--- config.mk ---
export PLATFORM = sky130hd
export DESIGN_NAME = oclkgen_flat
export DESIGN_NICKNAME = d
export VERILOG_FILES = /design/src/rtl/oclkgen_if.sv /design/src/rtl/oclkgen.sv /design/src/flat_wrapper.sv
export SDC_FILE = /design/constraint.sdc
export NUM_CORES = 1
export LEC_CHECK = 0
export ABC_AREA = 1
export BUFFER_PORTS_ARGS = -buffer_cell sky130_fd_sc_hd__buf_4
export CORE_ASPECT_RATIO = 0.9
export CORE_UTILIZATION = 35
export CTS_BUF_LIST = sky130_fd_sc_hd__clkbuf_8 sky130_fd_sc_hd__clkbuf_16
export CTS_CLUSTER_SIZE = 14
export DETAILED_ROUTE_END_ITERATION = 16
export PLACE_DENSITY = 0.52
export SKIP_CTS_REPAIR_TIMING = 1
export SYNTH_ARGS = -nofsm -noshare
export SYNTH_HDL_FRONTEND = slang
export SYNTH_SLANG_ARGS = --single-unit
--- constraint.sdc ---
create_clock -name i_clk -period 2.6 [get_ports i_clk]
set_input_delay 0.13 -clock i_clk [delete_from_list [all_inputs] [get_ports i_clk]]
set_output_delay 0.13 -clock i_clk [all_outputs]
set_load 0.1 [all_outputs]
--- src/rtl/oclkgen_if.sv ---
// Burst-control interface for oclkgen: start/config from the bus master, status and DDR/pin outputs back.
interface oclkgen_if #(
    parameter int NCHAN   = 1,
    parameter int LGDIV   = 4,
    parameter int LGCOUNT = 8
);
    logic                 i_stb;
    logic [LGDIV-1:0]     i_div;
    logic [LGCOUNT-1:0]   i_count;
    logic                 i_cpol;
    logic [NCHAN-1:0]     i_en;
    logic                 o_busy;
    logic                 o_done;
    logic [2*NCHAN-1:0]   o_ddr;
    logic [NCHAN-1:0]     o_pin;

    modport master (output i_stb, i_div, i_count, i_cpol, i_en,
                    input  o_busy, o_done, o_ddr, o_pin);
    modport slave  (input  i_stb, i_div, i_count, i_cpol, i_en,
                    output o_busy, o_done, o_ddr, o_pin);
endinterface

--- src/rtl/oclkgen.sv ---
// DDR clock-burst generator for iCE40 pins. Define OCLKGEN_SBIO_EN to drive pins through SB_IO
// primitives; otherwise a behavioural DDR output register model is used.
module oclkgen_lane (
    input  logic       i_clk,
    input  logic       i_reset_n,
    input  logic       drive,
    input  logic       en,
    input  logic       cpol,
    input  logic       act_hi,
    input  logic       act_lo,
    output logic [1:0] ddr,
    output logic       pin
);
    always_ff @(posedge i_clk or negedge i_reset_n) begin
        if (!i_reset_n)
            ddr <= 2'b00;
        else if (drive && en)
            ddr <= {act_hi, act_lo};
        else
            ddr <= {cpol, cpol};
    end

`ifdef OCLKGEN_SBIO_EN
    SB_IO #(
        .PIN_TYPE(6'b0100_01)
    ) u_io (
        .PACKAGE_PIN   (pin),
        .OUTPUT_CLK    (i_clk),
        .CLOCK_ENABLE  (1'b1),
        .OUTPUT_ENABLE (1'b1),
        .D_OUT_0       (ddr[1]),
        .D_OUT_1       (ddr[0])
    );
`else
    logic [1:0] q;

    always_ff @(posedge i_clk or negedge i_reset_n) begin
        if (!i_reset_n)
            q <= 2'b00;
        else
            q <= ddr;
    end

    // First half of i_clk shows the rising-edge bit, second half the falling-edge bit.
    assign pin = i_clk ? q[1] : q[0];
`endif
endmodule

module oclkgen #(
    parameter int NCHAN   = 1,
    parameter int LGDIV   = 4,
    parameter int LGCOUNT = 8
) (
    input  logic       i_clk,
    input  logic       i_reset_n,
    oclkgen_if.slave   bus
);
    typedef enum logic {IDLE, RUN} state_t;

    localparam logic [LGCOUNT-1:0] CNT_ONE = LGCOUNT'(1);
    localparam logic [LGDIV-1:0]   HP_ONE  = LGDIV'(1);

    state_t               state, state_nxt;
    logic                 cpol_q, cpol_nxt;
    logic [LGDIV-1:0]     div_q, div_nxt;
    logic [LGCOUNT-1:0]   count_q, count_nxt;
    logic [NCHAN-1:0]     en_q, en_nxt;
    logic [LGCOUNT-1:0]   cyc_cnt, cyc_nxt;
    logic [LGDIV-1:0]     hp_cnt, hp_nxt;
    logic                 phase, phase_nxt;
    logic                 busy, busy_nxt;
    logic                 done, done_nxt;
    logic                 drive_nxt, half_end;
    logic                 act_hi, act_lo;
    logic [NCHAN-1:0][1:0] ddr;
    logic [NCHAN-1:0]     pin;

    always_ff @(posedge i_clk or negedge i_reset_n) begin
        if (!i_reset_n)
            state <= IDLE;
        else
            state <= state_nxt;
    end

    always_ff @(posedge i_clk or negedge i_reset_n) begin
        if (!i_reset_n) begin
            cpol_q  <= 1'b0;
            div_q   <= '0;
            count_q <= '0;
            en_q    <= '0;
            cyc_cnt <= '0;
            hp_cnt  <= '0;
            phase   <= 1'b0;
            busy    <= 1'b0;
            done    <= 1'b0;
        end else begin
            cpol_q  <= cpol_nxt;
            div_q   <= div_nxt;
            count_q <= count_nxt;
            en_q    <= en_nxt;
            cyc_cnt <= cyc_nxt;
            hp_cnt  <= hp_nxt;
            phase   <= phase_nxt;
            busy    <= busy_nxt;
            done    <= done_nxt;
        end
    end

    // hp_cnt holds how many i_clk of the current half have already been emitted.
    assign half_end = (div_q == '0) || (phase && (hp_cnt == div_q));

    always_comb begin
        state_nxt = state;
        cpol_nxt  = cpol_q;
        div_nxt   = div_q;
        count_nxt = count_q;
        en_nxt    = en_q;
        cyc_nxt   = cyc_cnt;
        hp_nxt    = hp_cnt;
        phase_nxt = phase;
        busy_nxt  = busy;
        done_nxt  = 1'b0;
        drive_nxt = 1'b0;
        case (state)
            IDLE: begin
                if (bus.i_stb) begin
                    cpol_nxt = bus.i_cpol;
                    if (bus.i_count == '0) begin
                        done_nxt = 1'b1;
                    end else begin
                        state_nxt = RUN;
                        busy_nxt  = 1'b1;
                        div_nxt   = bus.i_div;
                        count_nxt = bus.i_count;
                        en_nxt    = bus.i_en;
                        cyc_nxt   = '0;
                        hp_nxt    = HP_ONE;
                        phase_nxt = 1'b0;
                        drive_nxt = 1'b1;
                    end
                end
            end
            RUN: begin
                if (half_end && (cyc_cnt + CNT_ONE == count_q)) begin
                    state_nxt = IDLE;
                    busy_nxt  = 1'b0;
                    done_nxt  = 1'b1;
                    cyc_nxt   = '0;
                    hp_nxt    = '0;
                    phase_nxt = 1'b0;
                end else begin
                    drive_nxt = 1'b1;
                    if (div_q == '0) begin
                        cyc_nxt = cyc_cnt + CNT_ONE;
                    end else if (hp_cnt == div_q) begin
                        hp_nxt    = HP_ONE;
                        phase_nxt = ~phase;
                        if (phase)
                            cyc_nxt = cyc_cnt + CNT_ONE;
                    end else begin
                        hp_nxt = hp_cnt + HP_ONE;
                    end
                end
            end
            default: state_nxt = IDLE;
        endcase
        // Full rate: {~cpol,cpol}; divided: both bits at the level of the upcoming half.
        act_hi = (div_nxt != '0 && phase_nxt) ? cpol_nxt : ~cpol_nxt;
        act_lo = (div_nxt == '0 || phase_nxt) ? cpol_nxt : ~cpol_nxt;
    end

    for (genvar k = 0; k < NCHAN; k++) begin : g_lane
        oclkgen_lane u_lane (
            .i_clk     (i_clk),
            .i_reset_n (i_reset_n),
            .drive     (drive_nxt),
            .en        (en_nxt[k]),
            .cpol      (cpol_nxt),
            .act_hi    (act_hi),
            .act_lo    (act_lo),
            .ddr       (ddr[k]),
            .pin       (pin[k])
        );
    end

    assign bus.o_busy = busy;
    assign bus.o_done = done;
    assign bus.o_ddr  = ddr;
    assign bus.o_pin  = pin;
endmodule

--- src/flat_wrapper.sv ---
// flat-port wrapper written by rule: the top's interface ports become plain ports
module oclkgen_flat 
#(
    parameter int NCHAN   = 1,
    parameter int LGDIV   = 4,
    parameter int LGCOUNT = 8
)
  (i_clk, i_reset_n, bus_i_stb, bus_i_div, bus_i_count, bus_i_cpol, bus_i_en, bus_o_busy, bus_o_done, bus_o_ddr, bus_o_pin);
  oclkgen_if #(.NCHAN(NCHAN), .LGDIV(LGDIV), .LGCOUNT(LGCOUNT)) bus_i ();
  input  logic i_clk;
  input  logic i_reset_n;
  input wire logic [$bits(bus_i.i_stb)-1:0] bus_i_stb;
  input wire logic [$bits(bus_i.i_div)-1:0] bus_i_div;
  input wire logic [$bits(bus_i.i_count)-1:0] bus_i_count;
  input wire logic [$bits(bus_i.i_cpol)-1:0] bus_i_cpol;
  input wire logic [$bits(bus_i.i_en)-1:0] bus_i_en;
  output wire logic [$bits(bus_i.o_busy)-1:0] bus_o_busy;
  output wire logic [$bits(bus_i.o_done)-1:0] bus_o_done;
  output wire logic [$bits(bus_i.o_ddr)-1:0] bus_o_ddr;
  output wire logic [$bits(bus_i.o_pin)-1:0] bus_o_pin;
  assign bus_i.i_stb = bus_i_stb;
  assign bus_i.i_div = bus_i_div;
  assign bus_i.i_count = bus_i_count;
  assign bus_i.i_cpol = bus_i_cpol;
  assign bus_i.i_en = bus_i_en;
  assign bus_o_busy = bus_i.o_busy;
  assign bus_o_done = bus_i.o_done;
  assign bus_o_ddr = bus_i.o_ddr;
  assign bus_o_pin = bus_i.o_pin;
  oclkgen #(.NCHAN(NCHAN), .LGDIV(LGDIV), .LGCOUNT(LGCOUNT)) u_core (.i_clk(i_clk), .i_reset_n(i_reset_n), .bus(bus_i));
endmodule
==> results.toml, run 1 <==
[layout]
final_common_cell = "nand2_1"
drive_gt1_frac = 0.246
syn2layout_area_growth_pct = 25.7
final_cell_mix = "75 x nand2_1, 34 x dfrtp_1, 27 x inv_1"
num_antenna_cells = 0
nets = 320

[synth]
synth_area_per_cell_um2 = 7.86
syn_area_mm2 = 0.00203
syn-instance-count = 259
synth.distinct_cells = 32
yosysSeqAreaShare = 0.418
ys_ff_latch = 34
syn_nets = 279
yosys_warnings = 0

[detailed_routing]
drt_iter0_markers = 155
routedWlPerCell_um = 12.5
drc = 0
num_vias = 1733
dr.pass1.iters = 6
ant_nets = 0
via_per_inst = 4.71
routed_wl_um = 4590

[timing]
hold_viol_final = 0
setup_viol = 0
rsz0062_at_grt = "false"
tightest_slew_ns = 0.442
fin_tns_setup_ns = 0
drv_slew = 0
fin_crit_ns = 2.26
fin_skew_ns = 0.00434
fmax_mhz = 442
max-slew-margin-rel = 0.705
fin_crit_sh = 0.870
finalHoldWorstSlack_ns = 0.0113

[pwr]
comb_power_share = 0.447
power.density_mw_per_mm2 = 1280
clock_power_share = 0.266
p_int_uw = 1790
p_leak_uw = 0.00121
switching_share = 0.453
ir_worst_vdd_mv = 0.825
p_seq_frac = 0.287
power.switching_uw = 1480

[setup_path]
worst-setup-path-type = "flop to flop"
end_kind = "flop"
critPathSlowestCell = "dfrtp_1"
r2r-start = "u_core.hp_cnt[0]$_DFFE_PN0P_"
start_kind = "flop"
worstReg2RegEnd = "u_core.cyc_cnt[2]$_DFFE_PN0P_"
worstPathArrival_ns = 2.54
max_stage_delay_ns = 0.44
rrSetupSlack_ns = 0.34
cp_common_cell = "nand2_1"
path_cells = "inv_1 > nand2_1 > nand2_1 > nand4_1 > inv_1 > ha_1 > a21oi_1 > nor2_1 > nand3_1 > nor2_2 > nand3_4 > nand4_2 > nand2_2 > inv_2 > nand2_1 > o21ai_0"
cp_max_fo = 11
worst_ep_required_time_ns = 2.87
cp_top_family = "simple AND/OR/NAND/NOR gates"
worstRegToRegCells = 16
path_buf_inv = 3

[floorplan]
die_area_mm2 = 0.00612
die_width_um = 82.4
core_area_mm2 = 0.00541
rows = 25
die_height_um = 74.3
start_util = 0.376
io_pins = 22

[min_path]
hold_start = "bus_i_en"
min_path_type = "input pin to flop"
worstHoldEndpoint = "u_core.en_q$_DFF_PN0_"
holdPathStages = 3

[global_route]
grtUsageTotal = 0.179
grt_max_degree = 35
grt_pass1_wl_um = 7860
antenna_found_initial = 0
grt_pass1_vias = 1567
grt.overflow.total = 0

[clock_network]
path_clk_slew_ns = 0.07
tritoncts = "yes"
clk_latency_ns = 0.39

[placement]
hpwl_um = 3410
place_congestion = 0.814
port-buffer-count = 21

[run_status]
status = "complete, no violations"

[run]
cap_violations = 0
layer usage:
layer	wire length, um	track usage
met2	2000	0.233
met5	0	0
met3	235	0.0454
met1	2280	0.274
met4	66	0.0780
metrics by stage:
step	instance area [um^2]	std cells	setup WS [ns]	power [uW]	util
final	2560	368	0.339	3270	0.473
after global routing	2560	368	0.0281	3560	0.473
after CTS	2450	357	0.312	3290	0.452
after detailed placement	2270	346	0.324	2560	0.419
after global placement	2270	346	0.349	2560	0.419
after floorplan	2030	259	0.624	2240	-
cells in the mapped netlist, drive strengths merged:
library cell,number,area [um^2]
nand3b,1,7.51
o22a,1,10.0
nand3,28,173
clkbuf,1,3.75
xnor2,5,43.8
buf,2,18.8
o21ai,24,150
nand4,2,18.8
xor2,1,8.76
a21oi,2,10.0
nor2,31,159
ha,3,37.5
dfrtp,34,851
o22ai,1,6.26
mux2,2,22.5
nand2,87,380
inv,32,120
or2,1,6.26
o21bai,1,7.51
sequential cells by signal, indices dropped and copies added (netlist names), 2 cells and up:
| name | count |
|---|---|
| u_core.g_lane.u_lane.q | 2 |
| u_core.g_lane.u_lane.ddr | 2 |
| u_core.count_q | 8 |
| u_core.div_q | 4 |
| u_core.hp_cnt | 4 |
| u_core.cyc_cnt | 8 |
worst reg2reg max path, cell delays in order (launching register included):
cell and delay, ns:
dfrtp_1 0.44, inv_1 0.06, nand2_1 0.06, nand2_1 0.04, nand4_1 0.13, inv_1 0.11, ha_1 0.18, a21oi_1 0.20
nor2_1 0.08, nand3_1 0.08, nor2_2 0.05, nand3_4 0.13, nand4_2 0.10, nand2_2 0.24, inv_2 0.11, nand2_1 0.07
o21ai_0 0.07
kinds of logic (layout without fill, tap and decap cells):
kind of cell / count (synthesis) / count (layout) / synth area share
mux: 2 / 2 / 0.0111
simple gates: 150 / 150 / 0.366
xor+xnor: 6 / 6 / 0.0258
buf+inv: 35 / 77 / 0.0701
fa+ha+maj: 3 / 3 / 0.0185
flops: 34 / 34 / 0.418
compound gates: 29 / 29 / 0.0904
how the worst max path moves through the flow:
stage | to | cells past startpoint | from
2_1_floorplan | bus_o_pin | 1 | i_clk
5_1_grt | u_core.cyc_cnt[2]$_DFFE_PN0P_ | 16 | u_core.hp_cnt[0]$_DFFE_PN0P_
3_5_place_dp | u_core.cyc_cnt[3]$_DFFE_PN0P_ | 15 | u_core.hp_cnt[0]$_DFFE_PN0P_
3_3_place_gp | u_core.cyc_cnt[3]$_DFFE_PN0P_ | 15 | u_core.hp_cnt[0]$_DFFE_PN0P_
6_report | u_core.cyc_cnt[2]$_DFFE_PN0P_ | 16 | u_core.hp_cnt[0]$_DFFE_PN0P_
4_1_cts | u_core.cyc_cnt[2]$_DFFE_PN0P_ | 16 | u_core.hp_cnt[0]$_DFFE_PN0P_
power groups by stage:
| stage | logic, uW | clock network (uW) | registers [uW] |
|---|---|---|---|
| floorplan | 1040 | 136 | 1060 |
| global placement | 1450 | 158 | 949 |
| detailed placement | 1450 | 158 | 951 |
| CTS | 1460 | 891 | 941 |
| global route | 1670 | 921 | 976 |
| finish | 1460 | 870 | 940 |
final cells by class:
| class | count | area [um^2] |
|---|---|---|
| clock buffers | 9 | 118 |
| clock inverters | 3 | 68.8 |
| fillers | 552 | 2850 |
| inverters | 32 | 120 |
| multi-input cells | 190 | 1040 |
| flip-flops and latches | 34 | 851 |
| well taps | 67 | 83.8 |
| repair buffers | 33 | 275 |
Note: power is estimated with default switching activity, not from simulation.
==> run 2: changes to the inputs <==
--- a/config.mk
+++ b/config.mk
@@ -7,7 +7,7 @@
 export LEC_CHECK = 0
 export ABC_AREA = 1
 export BUFFER_PORTS_ARGS = -buffer_cell sky130_fd_sc_hd__buf_4
-export CORE_ASPECT_RATIO = 0.9
+export CORE_ASPECT_RATIO = 0.8
 export CORE_UTILIZATION = 35
 export CTS_BUF_LIST = sky130_fd_sc_hd__clkbuf_8 sky130_fd_sc_hd__clkbuf_16
 export CTS_CLUSTER_SIZE = 14
==> run 2 against run 1 <==
  * Clock power decreased by 22%
  * Clock skew up 0.00077 ns
  * Flip-flop and latch count stayed put
  * Sequential power about the same
  * Critical endpoint is now u_core.cyc_cnt[3]$_DFFE_PN0P_
==> results.toml, run 2 (same netlist as run 1, synthesis figures left out) <==
[placement]
postPlaceCellArea_mm2 = 0.00229
hpwl_um = 3390
place_congestion = 0.748
port-buffer-count = 21

[setup_path]
worstPathArrival_ns = 2.54
crit_cells = 13
crit_end = "u_core.cyc_cnt[3]$_DFFE_PN0P_"
cp_max_fo = 11
worstRegToRegCells = 13
start_kind = "flop"
worst-setup-path-type = "flop to flop"
worstReg2RegEnd = "u_core.cyc_cnt[3]$_DFFE_PN0P_"
critPathSlowestCell = "dfrtp_1"
startpoint = "u_core.hp_cnt[2]$_DFFE_PN0P_"
cp_top_family = "simple AND/OR/NAND/NOR gates"
rrSetupSlack_ns = 0.33
end_kind = "flop"
path_cells = "xnor2_1 > nand4_1 > inv_1 > ha_1 > a21oi_1 > nor2_1 > nand3_1 > nor2_2 > nand3_4 > nand4_2 > nand2_2 > inv_2 > o21ai_0"
r2r-start = "u_core.hp_cnt[2]$_DFFE_PN0P_"
path_buf_inv = 2
worst_ep_required_time_ns = 2.87
max_stage_delay_ns = 0.44

[min_path]
hold_start = "bus_i_div[0]"
min_path_type = "input pin to flop"
holdPathStages = 3

[timing]
fin_skew_ns = 0.00512
fin_crit_ns = 2.27
drv_slew = 0
max-slew-margin-rel = 0.703
fmax_mhz = 440
rsz0062_at_grt = "false"
hold_viol_final = 0
setup_viol = 0
fin_tns_setup_ns = 0
fin_crit_sh = 0.874
tightest_slew_ns = 0.445

[floorplan]
die_width_um = 87.2
start_util = 0.368
die_area_mm2 = 0.00612
die_height_um = 70.2
rows = 24
io_pins = 22
core_area_mm2 = 0.00553

[clock_network]
path_clk_slew_ns = 0.07
clk_latency_ns = 0.39
tritoncts = "yes"

[layout]
fin_area_mm2 = 0.00252
final_cell_mix = "75 x nand2_1, 34 x dfrtp_1, 28 x inv_1"
drive_gt1_frac = 0.246
num_antenna_cells = 0
nets = 320
top_regs = "u_core.count_q (8), u_core.cyc_cnt (8)"
syn2layout_area_growth_pct = 24.0
nFillCells = 593
final_common_cell = "nand2_1"

[detailed_routing]
routed_wl_um = 4520
drc = 0
routedWlPerCell_um = 11.9
via_per_inst = 4.50
drt_iter0_markers = 75
ant_nets = 0
num_vias = 1707
dr.pass1.iters = 4

[global_route]
antenna_found_initial = 0
grt.overflow.total = 0
grtUsageTotal = 0.167
grt_pass1_vias = 1626
grt_pass1_wl_um = 7600
grt_max_degree = 35

[pwr]
power.switching_uw = 1460
switching_share = 0.474
power.density_mw_per_mm2 = 1220
p_seq_frac = 0.306
ir_worst_vdd_mv = 0.654
clock_power_share = 0.220
power_uw = 3070
p_leak_uw = 0.00120
p_int_uw = 1620
comb_power_share = 0.474

[run_status]
status = "complete, no violations"

[run]
cap_violations = 0
run 2: cell types whose count changed in the layout (fill, tap and decap cells not counted):
cell / change
buf_4: +1
bufinv_16: -2
clkbuf_8: +1
clkinv_2: +1
clkinv_4: -1
dlygate4sd3_1: -1
inv_1: +1
run 2: layer usage:
layer	GRT usage	wire length, um	vias up
met1	0.246	2440	775
met2	0.218	1870	25
met3	0.0603	160	5
met5	0	0	-
li1	-	-	902
met4	0.0674	46	0
run 2: layout make-up:
type	count	area [um^2]	area share
clock buffer	10	131	0.0521
clock inverter	2	8.76	0.00347
inverter	32	120	0.0476
multi-input combinational	190	1040	0.413
sequential	34	851	0.337
tap	78	97.6	0.0387
timing repair buffer	33	273	0.108
run 2: worst reg2reg max path: stages, from the launching register on:
cell and delay [ns]:
dfrtp_1 0.44, xnor2_1 0.19, nand4_1 0.16, inv_1 0.15
ha_1 0.16, a21oi_1 0.05, nor2_1 0.10, nand3_1 0.09
nor2_2 0.13, nand3_4 0.15, nand4_2 0.11, nand2_2 0.17
inv_2 0.15, o21ai_0 0.08
run 2: how the worst min path moves through the flow:
stage               slack (ns)                       endpoint
floorplan                -0.17  u_core.bus.o_busy$_DFFE_PN0P_
global placement          0.12      u_core.div_q[2]$_DFF_PN0_
detailed placement        0.12  u_core.count_q[1]$_DFFE_PN0P_
CTS                      -0.30  u_core.count_q[1]$_DFFE_PN0P_
global route              0.02          u_core.en_q$_DFF_PN0_
finish                   0.001      u_core.div_q[0]$_DFF_PN0_
run 2: power by group through the flow:
stage	registers (uW)	logic [uW]	clock network, uW
CTS	940	1460	698
finish	940	1460	678
floorplan	1060	1040	136
global placement	948	1460	158
detailed placement	948	1450	158
global route	970	1650	729
run 2: stage by stage:
step	util	instances	setup WS [ns]	hold slack (ns)
2_1_floorplan	-	259	0.624	-0.166
3_3_place_gp	0.414	358	0.417	0.117
3_5_place_dp	0.414	358	0.345	0.123
4_1_cts	0.438	369	0.311	-0.297
5_1_grt	0.457	379	0.0318	0.0166
6_report	0.457	379	0.328	0.000970
==> run 3: changes to the inputs <==
--- a/config.mk
+++ b/config.mk
@@ -8,6 +8,7 @@
 export ABC_AREA = 1
 export BUFFER_PORTS_ARGS = -buffer_cell sky130_fd_sc_hd__buf_4
 export CORE_ASPECT_RATIO = 0.8
+export CORE_MARGIN = 5
 export CORE_UTILIZATION = 35
 export CTS_BUF_LIST = sky130_fd_sc_hd__clkbuf_8 sky130_fd_sc_hd__clkbuf_16
 export CTS_CLUSTER_SIZE = 14
==> run 3 against run 2 <==
  * Largest cell class unchanged
  * Design area unchanged
  * Critical path depth rose by 1
  * Largest power group unchanged
  * Sequential share of layout area unchanged
  * Count of clock-buffer cells in the layout did not move
  * Power rose by 0.27%
  * Sequential power is essentially flat
  * Routed wire length down 0.15%
  * Cell count unchanged
  * Via count grew 0.82%
  * Worst hold slack better by 0.021 ns
==> results.toml, run 3 (same netlist as run 1, synthesis figures left out) <==
[run_status]
status = "complete, no violations"

[floorplan]
io_pins = 22
die_height_um = 78.2
start_util = 0.366
die_width_um = 95.2
rows = 24
die_area_mm2 = 0.00745
core_area_mm2 = 0.00556

[setup_path]
end_kind = "flop"
worstPathArrival_ns = 2.55
path_buf_inv = 2
start_kind = "flop"
rrSetupSlack_ns = 0.34
worst_ep_required_time_ns = 2.90
cp_max_fo = 11
cp_top_family = "simple AND/OR/NAND/NOR gates"
critPathSlowestCell = "dfrtp_1"
max_stage_delay_ns = 0.42
path_cells = "xnor2_1 > nand4_1 > inv_1 > ha_1 > a21oi_1 > nor2_1 > nand3_1 > nor2_2 > nand3_4 > nand4_2 > nand2_2 > inv_2 > nand2_1 > o21ai_0"
r2r-start = "u_core.hp_cnt[3]$_DFFE_PN0P_"
worst-setup-path-type = "flop to flop"
worstReg2RegEnd = "u_core.cyc_cnt[2]$_DFFE_PN0P_"
worstRegToRegCells = 14

[pwr]
ir_worst_vdd_mv = 0.651
p_leak_uw = 0.00120
power.density_mw_per_mm2 = 1220

[layout]
top_regs = "u_core.count_q (8), u_core.cyc_cnt (8)"
nets = 320
drive_gt1_frac = 0.246
final_cell_mix = "75 x nand2_1, 34 x dfrtp_1, 28 x inv_1"
syn2layout_area_growth_pct = 24.0
final_common_cell = "nand2_1"
num_antenna_cells = 0

[global_route]
grtUsageTotal = 0.137
grt_max_degree = 35
grt.overflow.total = 0
grt_pass1_vias = 1626
antenna_found_initial = 0
grt_pass1_wl_um = 7730

[detailed_routing]
via_per_inst = 4.54
drt_iter0_markers = 90
routedWlPerCell_um = 11.9
routed_wl_um = 4510
ant_nets = 0
drc = 0
num_vias = 1721
dr.pass1.iters = 4

[timing]
fin_tns_setup_ns = 0
finalHoldWorstSlack_ns = 0.0219
fin_crit_sh = 0.868
tightest_slew_ns = 0.439
rsz0062_at_grt = "false"
drv_slew = 0
fin_crit_ns = 2.26
fmax_mhz = 443
fin_skew_ns = 0.00188
hold_viol_final = 0
setup_viol = 0
max-slew-margin-rel = 0.707

[clock_network]
clk_latency_ns = 0.38
path_clk_slew_ns = 0.07
tritoncts = "yes"

[run]
cap_violations = 0

[min_path]
worstHoldEndpoint = "u_core.div_q[0]$_DFF_PN0_"
hold_start = "bus_i_div[0]"
min_path_type = "input pin to flop"
holdPathStages = 3

[placement]
hpwl_um = 3430
place_congestion = 0.836
port-buffer-count = 21
==> run 3: cell counts in the layout (fill, tap and decap cells not counted) <==
No cell type changed its count.
==> run 3: worst min-delay path, stage by stage <==
cell and delay [ns]:
buf_4 0.08, nand2_1 0.04, o21ai_0 0.11
==> run 3: how the worst max path moves through the flow <==
stage / startpoint / endpoint / slack (ns) / depth (start not counted)
after floorplan: i_clk / bus_o_pin / 0.62 / 1
after global placement: u_core.hp_cnt[2]$_DFFE_PN0P_ / u_core.cyc_cnt[3]$_DFFE_PN0P_ / 0.45 / 13
after detailed placement: u_core.hp_cnt[0]$_DFFE_PN0P_ / u_core.cyc_cnt[3]$_DFFE_PN0P_ / 0.38 / 15
after CTS: u_core.hp_cnt[0]$_DFFE_PN0P_ / u_core.cyc_cnt[2]$_DFFE_PN0P_ / 0.34 / 15
after global routing: u_core.hp_cnt[2]$_DFFE_PN0P_ / u_core.cyc_cnt[4]$_DFFE_PN0P_ / 0.11 / 14
final: u_core.hp_cnt[3]$_DFFE_PN0P_ / u_core.cyc_cnt[2]$_DFFE_PN0P_ / 0.34 / 14
==> run 3: per-layer routing <==
| metal | wire (um) | up-vias | part of all wire | global-route usage |
|---|---|---|---|---|
| met5 | 0 | - | 0 | 0 |
| met4 | 65 | 0 | 0.014 | 0.0735 |
| met3 | 166 | 3 | 0.037 | 0.0421 |
| met2 | 1760 | 30 | 0.39 | 0.176 |
| met1 | 2510 | 785 | 0.56 | 0.202 |
| li1 | - | 903 | - | - |
==> run 3: per-stage QoR <==
stage / cell area (um^2) / worst slack, ns / power (uW) / util / std cells
6_report: 2520 / 0.342 / 3080 / 0.454 / 379
5_1_grt: 2520 / 0.107 / 3380 / 0.454 / 379
4_1_cts: 2420 / 0.345 / 3110 / 0.436 / 369
3_5_place_dp: 2290 / 0.382 / 2570 / 0.412 / 358
3_3_place_gp: 2290 / 0.451 / 2570 / 0.412 / 358
2_1_floorplan: 2030 / 0.624 / 2240 / - / 259
==> run 3: area by class of cell <==
type                    count  area [um^2]
fillers                   558         3030
multi-input cells         190         1040
flip-flops and latches     34          851
repair buffers             33          273
clock buffers              10          131
inverters                  32          120
well taps                  78         97.6
clock inverters             2         8.76
==> run 3: where the power goes <==
part	switching (uW)	total, uW	internal [uW]
Clock	333	676	343
Combinational	952	1470	518
Sequential	182	937	755
Total	1470	3080	1620
